`config.mk`:
```
export PLATFORM = sky130hd
export DESIGN_NAME = pdm_cic_capture
export DESIGN_NICKNAME = d
export VERILOG_FILES = /design/src/rtl/pdm_pkg.sv /design/src/rtl/pdm_cic_capture_cic_decimator.sv /design/src/rtl/pdm_cic_capture.sv
export SDC_FILE = /design/constraint.sdc
export NUM_CORES = 1
export LEC_CHECK = 0
export ABC_AREA = 0
export BUFFER_PORTS_ARGS = -buffer_cell sky130_fd_sc_hd__clkbuf_2
export CAP_MARGIN = 15
export CORE_MARGIN = 2
export CORE_UTILIZATION = 40
export DETAILED_ROUTE_END_ITERATION = 10
export PLACE_DENSITY_LB_ADDON = 0.3
export SYNTH_ARGS = -nofsm -noshare
export SYNTH_HDL_FRONTEND = slang
export SYNTH_HIERARCHICAL = 1
export SYNTH_SLANG_ARGS = --single-unit
```
`constraint.sdc`:
```
create_clock -name clk -period 5.85 [get_ports clk]
set_clock_uncertainty 0.1 [all_clocks]
set_input_delay 1.755 -clock clk [delete_from_list [all_inputs] [get_ports clk]]
set_output_delay 1.755 -clock clk [all_outputs]
set_load 0.01 [all_outputs]
```
`src/rtl/pdm_pkg.sv`:
```
// Shared types and helpers for the PDM capture front end.
package pdm_pkg;

  localparam int PCM_W = 16;

  typedef struct packed {
    logic signed [PCM_W-1:0] left;
    logic signed [PCM_W-1:0] right;
  } pcm_frame_t;

  function automatic int acc_w(input int order, input int decim);
    return order * $clog2(decim) + 1;
  endfunction

  // pos_full flags the one code that aliases +DECIM^ORDER onto the most negative value.
  function automatic logic signed [31:0] cic_scale(input logic signed [63:0] v,
                                                   input int shift,
                                                   input int out_w,
                                                   input logic pos_full);
    logic signed [63:0] s, hi, lo;
    hi = (64'sd1 <<< (out_w - 1)) - 64'sd1;
    lo = -(64'sd1 <<< (out_w - 1));
    s  = v >>> shift;
    if (pos_full || s > hi) s = hi;
    else if (s < lo) s = lo;
    return s[31:0];
  endfunction

endpackage

```
`src/rtl/pdm_cic_capture_cic_decimator.sv`:
```
// One channel of CIC decimation: direct-form integrators at the bit rate, combs at the frame rate.
module cic_decimator
  import pdm_pkg::*;
#(
  parameter int DECIM = 64,
  parameter int ORDER = 3,
  parameter int OUT_W = 16
) (
  input  logic             clk,
  input  logic             rst_n,
  input  logic             sample_en,
  input  logic             pdm_bit,
  input  logic             dump_en,
  output logic [OUT_W-1:0] pcm
);

  localparam int ACC_W = acc_w(ORDER, DECIM);

  logic [ORDER-1:0][ACC_W-1:0] integ_q, integ_d, dly_q, comb_in;
  logic signed [ACC_W-1:0]     acc_i, acc_c, comb_out;
  logic                        last_bit, pos_full;

  always_comb begin
    integ_d = integ_q;
    comb_in = '0;
    acc_i   = pdm_bit ? ACC_W'(1) : '1;
    for (int k = 0; k < ORDER; k++) begin
      acc_i      = integ_q[k] + acc_i;
      integ_d[k] = acc_i;
    end
    acc_c = integ_q[ORDER-1];
    for (int k = 0; k < ORDER; k++) begin
      comb_in[k] = acc_c;
      acc_c      = acc_c - dly_q[k];
    end
    comb_out = acc_c;
  end

  // A full-scale result spans only identical bits, so the newest integrated bit gives its sign.
  assign pos_full = last_bit && (comb_out == {1'b1, {(ACC_W-1){1'b0}}});
  assign pcm      = OUT_W'(cic_scale(64'(comb_out), ACC_W - OUT_W, OUT_W, pos_full));

  always_ff @(posedge clk) begin
    if (!rst_n) begin
      integ_q  <= '0;
      dly_q    <= '0;
      last_bit <= 1'b0;
    end else begin
      if (sample_en) begin
        integ_q  <= integ_d;
        last_bit <= pdm_bit;
      end
      if (dump_en) dly_q <= comb_in;
    end
  end

endmodule

```
`src/rtl/pdm_cic_capture.sv`:
```
// PDM mic front end: bit clock, L/R capture, CIC decimation, valid/ready output with sticky overflow.
// Define PDM_CIC_CAPTURE_STEREO_EN to build the right-channel filter; otherwise out_right stays 0.
module pdm_cic_capture
  import pdm_pkg::*;
#(
  parameter int CLK_DIV = 36,
  parameter int DECIM   = 64,
  parameter int ORDER   = 3,
  parameter int OUT_W   = 16
) (
  input  logic             clk,
  input  logic             rst_n,
  output logic             pdm_clk,
  input  logic             pdm_data,
  output logic [OUT_W-1:0] out_left,
  output logic [OUT_W-1:0] out_right,
  output logic             out_valid,
  input  logic             out_ready,
  output logic             ovf,
  input  logic             ovf_clr
);

  localparam int HALF  = CLK_DIV / 2;
  localparam int CNT_W = $clog2(CLK_DIV);
  localparam int FRM_W = $clog2(DECIM);

  logic [CNT_W-1:0] cnt;
  logic [FRM_W-1:0] frm_cnt;
  logic             sync1, sync2, bit_q, left_en, right_en;
  logic             frame_end, drop;
  logic [OUT_W-1:0] pcm_l, pcm_r;

  assign frame_end = right_en && (frm_cnt == '1);
  assign drop      = frame_end && out_valid && !out_ready;

  cic_decimator #(.DECIM(DECIM), .ORDER(ORDER), .OUT_W(OUT_W)) u_left (
    .clk(clk), .rst_n(rst_n), .sample_en(left_en), .pdm_bit(bit_q),
    .dump_en(frame_end), .pcm(pcm_l)
  );

`ifdef PDM_CIC_CAPTURE_STEREO_EN
  cic_decimator #(.DECIM(DECIM), .ORDER(ORDER), .OUT_W(OUT_W)) u_right (
    .clk(clk), .rst_n(rst_n), .sample_en(right_en), .pdm_bit(bit_q),
    .dump_en(frame_end), .pcm(pcm_r)
  );
`else
  assign pcm_r = '0;
`endif

  always_ff @(posedge clk) begin
    if (!rst_n) begin
      cnt       <= '0;
      pdm_clk   <= 1'b0;
      sync1     <= 1'b0;
      sync2     <= 1'b0;
      bit_q     <= 1'b0;
      left_en   <= 1'b0;
      right_en  <= 1'b0;
      frm_cnt   <= '0;
      out_left  <= '0;
      out_right <= '0;
      out_valid <= 1'b0;
      ovf       <= 1'b0;
    end else begin
      cnt      <= (cnt == CNT_W'(CLK_DIV - 1)) ? '0 : cnt + 1'b1;
      pdm_clk  <= (cnt < CNT_W'(HALF));
      sync1    <= pdm_data;
      sync2    <= sync1;
      left_en  <= (cnt == CNT_W'(HALF - 1));
      right_en <= (cnt == CNT_W'(CLK_DIV - 1));
      if (cnt == CNT_W'(HALF - 1) || cnt == CNT_W'(CLK_DIV - 1)) bit_q <= sync2;
      if (right_en) frm_cnt <= frm_cnt + 1'b1;

      if (frame_end && !drop) begin
        out_left  <= pcm_l;
        out_right <= pcm_r;
        out_valid <= 1'b1;
      end else if (out_valid && out_ready && !frame_end) begin
        out_valid <= 1'b0;
      end

      if (drop) ovf <= 1'b1;
      else if (ovf_clr) ovf <= 1'b0;
    end
  end

endmodule

```
==> flow_summary.ini <==
[outcome]
violations = DRC
outcome = complete, but fails checks

[placed_design]
port_buffers = 23
placed_area_um2 = 11100
dp_hpwl_um = 15400
gp_congestion = 0.772
dp_slack_ns = 0.00548

[logic_synthesis]
syn_inst = 1267
avgSynthCellArea_um2 = 8.41
synth_ff_type = dfxtp_1
synth_area_leader_cell = dfxtp_1
synth_edf_count = 0
synth_area_leaders = dfxtp_1 28%, ha_1 13%, mux2i_1 11%
synth-seq-cells = 151
synthArstFlopShare = 0
netlist.area_leader.share = 0.284
yosys.cell_types.count = 74
synth_warnings = 6
synth_most_common_cell = nor2_1
yosysSeqAreaShare = 0.284
synth_common_cells = 171 x nor2_1, 151 x dfxtp_1, 115 x mux2i_1, 110 x ha_1, 97 x nand2_1
syn_area_um2 = 10700

[run]
drv_cap = 0

[detailed_routing]
post_drt_wl_per_cell_um = 12.7
drc = 3
viasPerCell = 5.10
routed_wl_um = 20800
antenna_left = 0
vias = 8341
first_iter_violations = 332
drt_pass1_iterations = 8

[setup_path]
max_stage_delay_ns = 0.38
startpoint_type = flip-flop
cp_slowest_cell = dfxtp_1
reg2reg_to = out_left[0]$_SDFFE_PN0P_
reg2reg_slack_ns = 0.43
end_kind = flip-flop
cp.required_ns = 6.10
cp_max_fo = 8
rr_startpoint = u_left/dly_q[1]$_SDFFE_PN0P_
rr_worst_depth = 28
path_class = flip-flop to flip-flop
arrival_ns = 5.67
crit_top_cell = a21oi_1

[final_layout]
nets = 1408
layout-drive-gt1-share = 0.0869
design_area_um2 = 11800
antennaDiodeCount = 0
areaGrowthSynthToFinish_pct = 10.7

[clocking]
cts_root_buf = clkbuf_16
htree_levels = 4
path_clk_slew_ns = 0.06
cts_buffer_depth = 2
numCtsBuffers = 17
clock_sinks = 151
cts_tree = built
hold_buffers = 0
clkLatencyLatePin_ns = 0.42

[sta]
setup-violations-final = 0
min_period_ns = 5.42
final.period_utilization = 0.926
setup_slack_ns = 0.434
fin_hold_ws_ns = 0.349
hold_violations = 0
worst_slew_pin_slew_ns = 0.979
report.final.slew_viol_count = 0
rsz0062_at_grt = no
setup_tns_ns = 0
fmax_mhz = 185
relSlewSlack = 0.345

[floorplanning]
dieArea_um2 = 28000
initial_core_util = 0.408
row_count = 59
dieWidth_um = 167
ios = 40
dieHeight_um = 167
core_um2 = 26100

[worst_hold_path]
hold_start = sync1$_SDFF_PN0_
hold_path_depth = 1
min_path_type = flip-flop to flip-flop
hold-path-endpoint = sync2$_SDFF_PN0_

[global_route]
grt_overflow = 0
grt_pass1_vias = 7890
grt_max_degree = 64
antenna_found_initial = 0
grt_first_pass_wirelength_um = 35800
grt_usage = 0.151

[pwr]
p_per_area_nw_per_um2 = 181
leakage_nw = 4.85
totalPowerFinal_w = 0.00213
peakVddDrop_v = 0.000176
-- kinds of logic (layout without fill, tap and decap cells) --
| kind of cell | Yosys count | in the layout | share of synthesized area |
|---|---|---|---|
| compound gates | 245 | 245 | 0.152 |
| other cells | 1 | 16 | 0.000352 |
| buf+inv | 137 | 154 | 0.0560 |
| fa+ha+maj | 115 | 115 | 0.139 |
| simple gates | 401 | 402 | 0.174 |
| xor+xnor | 101 | 101 | 0.0863 |
| flops | 151 | 151 | 0.284 |
| mux | 116 | 116 | 0.109 |
-- area by class of cell --
class                      count  area [um^2]
tap                          335          419
inverter                      81          305
fill                        2537        14300
clock inverter                13          126
timing repair buffer          42          258
clock buffer                  18          439
sequential                   151         3030
multi-input combinational    995         7220
-- stage by stage --
stage / instances / utilization
floorplan: 1282 / -
global route: 1635 / 0.451
CTS: 1632 / 0.446
global placement: 1601 / 0.424
finish: 1635 / 0.451
detailed placement: 1601 / 0.424
-- worst max path at each step --
stage               cells after the start  slack [ns]                           start                         endpoint
CTS                                    27        0.07    u_left/dly_q[1]$_SDFFE_PN0P_         out_left[0]$_SDFFE_PN0P_
global route                           27        0.01  u_left/comb_in[0]$_SDFFE_PN0P_         out_left[0]$_SDFFE_PN0P_
global placement                       27        0.16    u_left/dly_q[1]$_SDFFE_PN0P_         out_left[0]$_SDFFE_PN0P_
floorplan                              26        0.50              bit_q$_SDFFE_PN0P_  u_left/comb_in[18]$_SDFFE_PN0P_
finish                                 28        0.43    u_left/dly_q[1]$_SDFFE_PN0P_         out_left[0]$_SDFFE_PN0P_
detailed placement                     27       0.005    u_left/dly_q[1]$_SDFFE_PN0P_         out_left[0]$_SDFFE_PN0P_
-- per-layer routing --
layer  GRT usage  vias to the layer above  share of wire
li1            -                     4433              -
met1       0.194                     3798           0.49
met2       0.258                       90           0.47
met3      0.0303                       20          0.026
met4      0.0420                        0          0.015
met5           0                        -              0
-- repair_timing --
item / 4_1_cts / 5_1_grt
pin swaps: 0 / 8
gates resized for setup: 1 / 25
gates cloned: 0 / 1
setup buffers: 0 / 2
endpoints found under the setup margin: 1 / 17
-- where the power goes --
part           internal (W)  total (W)  switching (W)
clock              0.000599    0.00106       0.000463
sequential          0.00103    0.00103     0.00000243
combinational    0.00000761  0.0000382      0.0000305
-- registers in the layout, summed over array words and instances, names as in the netlist, 6 cells and up --
register	count
u_left/integ_q	38
u_left/dly_q	57
out_left	16
frm_cnt	6
cnt	6
u_left/comb_in	19
-- cell usage in the layout, fill, tap and decap left out, types with 9 or more instances in the layout --
cell type,instances
a211oi_1,16
nor3_1,14
a21o_1,35
o21ai_1,18
xnor2_1,63
nand2_1,97
buf_4,19
nand4_1,9
o21a_1,19
o21ai_0,25
dfxtp_1,149
xor2_1,33
clkbuf_2,23
and2_1,14
conb_1,16
inv_1,79
mux2i_1,115
ha_1,110
clkbuf_16,17
or3_1,11
nor2_1,169
nand3_1,18
a21oi_1,65
nor2b_1,25
-- critical path: cells and delay by family, from the launching register on --
family                     cells  cell delay, ns
AOI/OAI and AO/OA             14            2.40
xor gates and xnor gates       4            0.79
adders and majority gates      3            0.83
buffers and inverters          1            0.06
DFF                            1            0.38
muxes                          1            0.16
and+or+nand+nor                5            0.60
No activity file was read; power rests on OpenSTA's default activity.
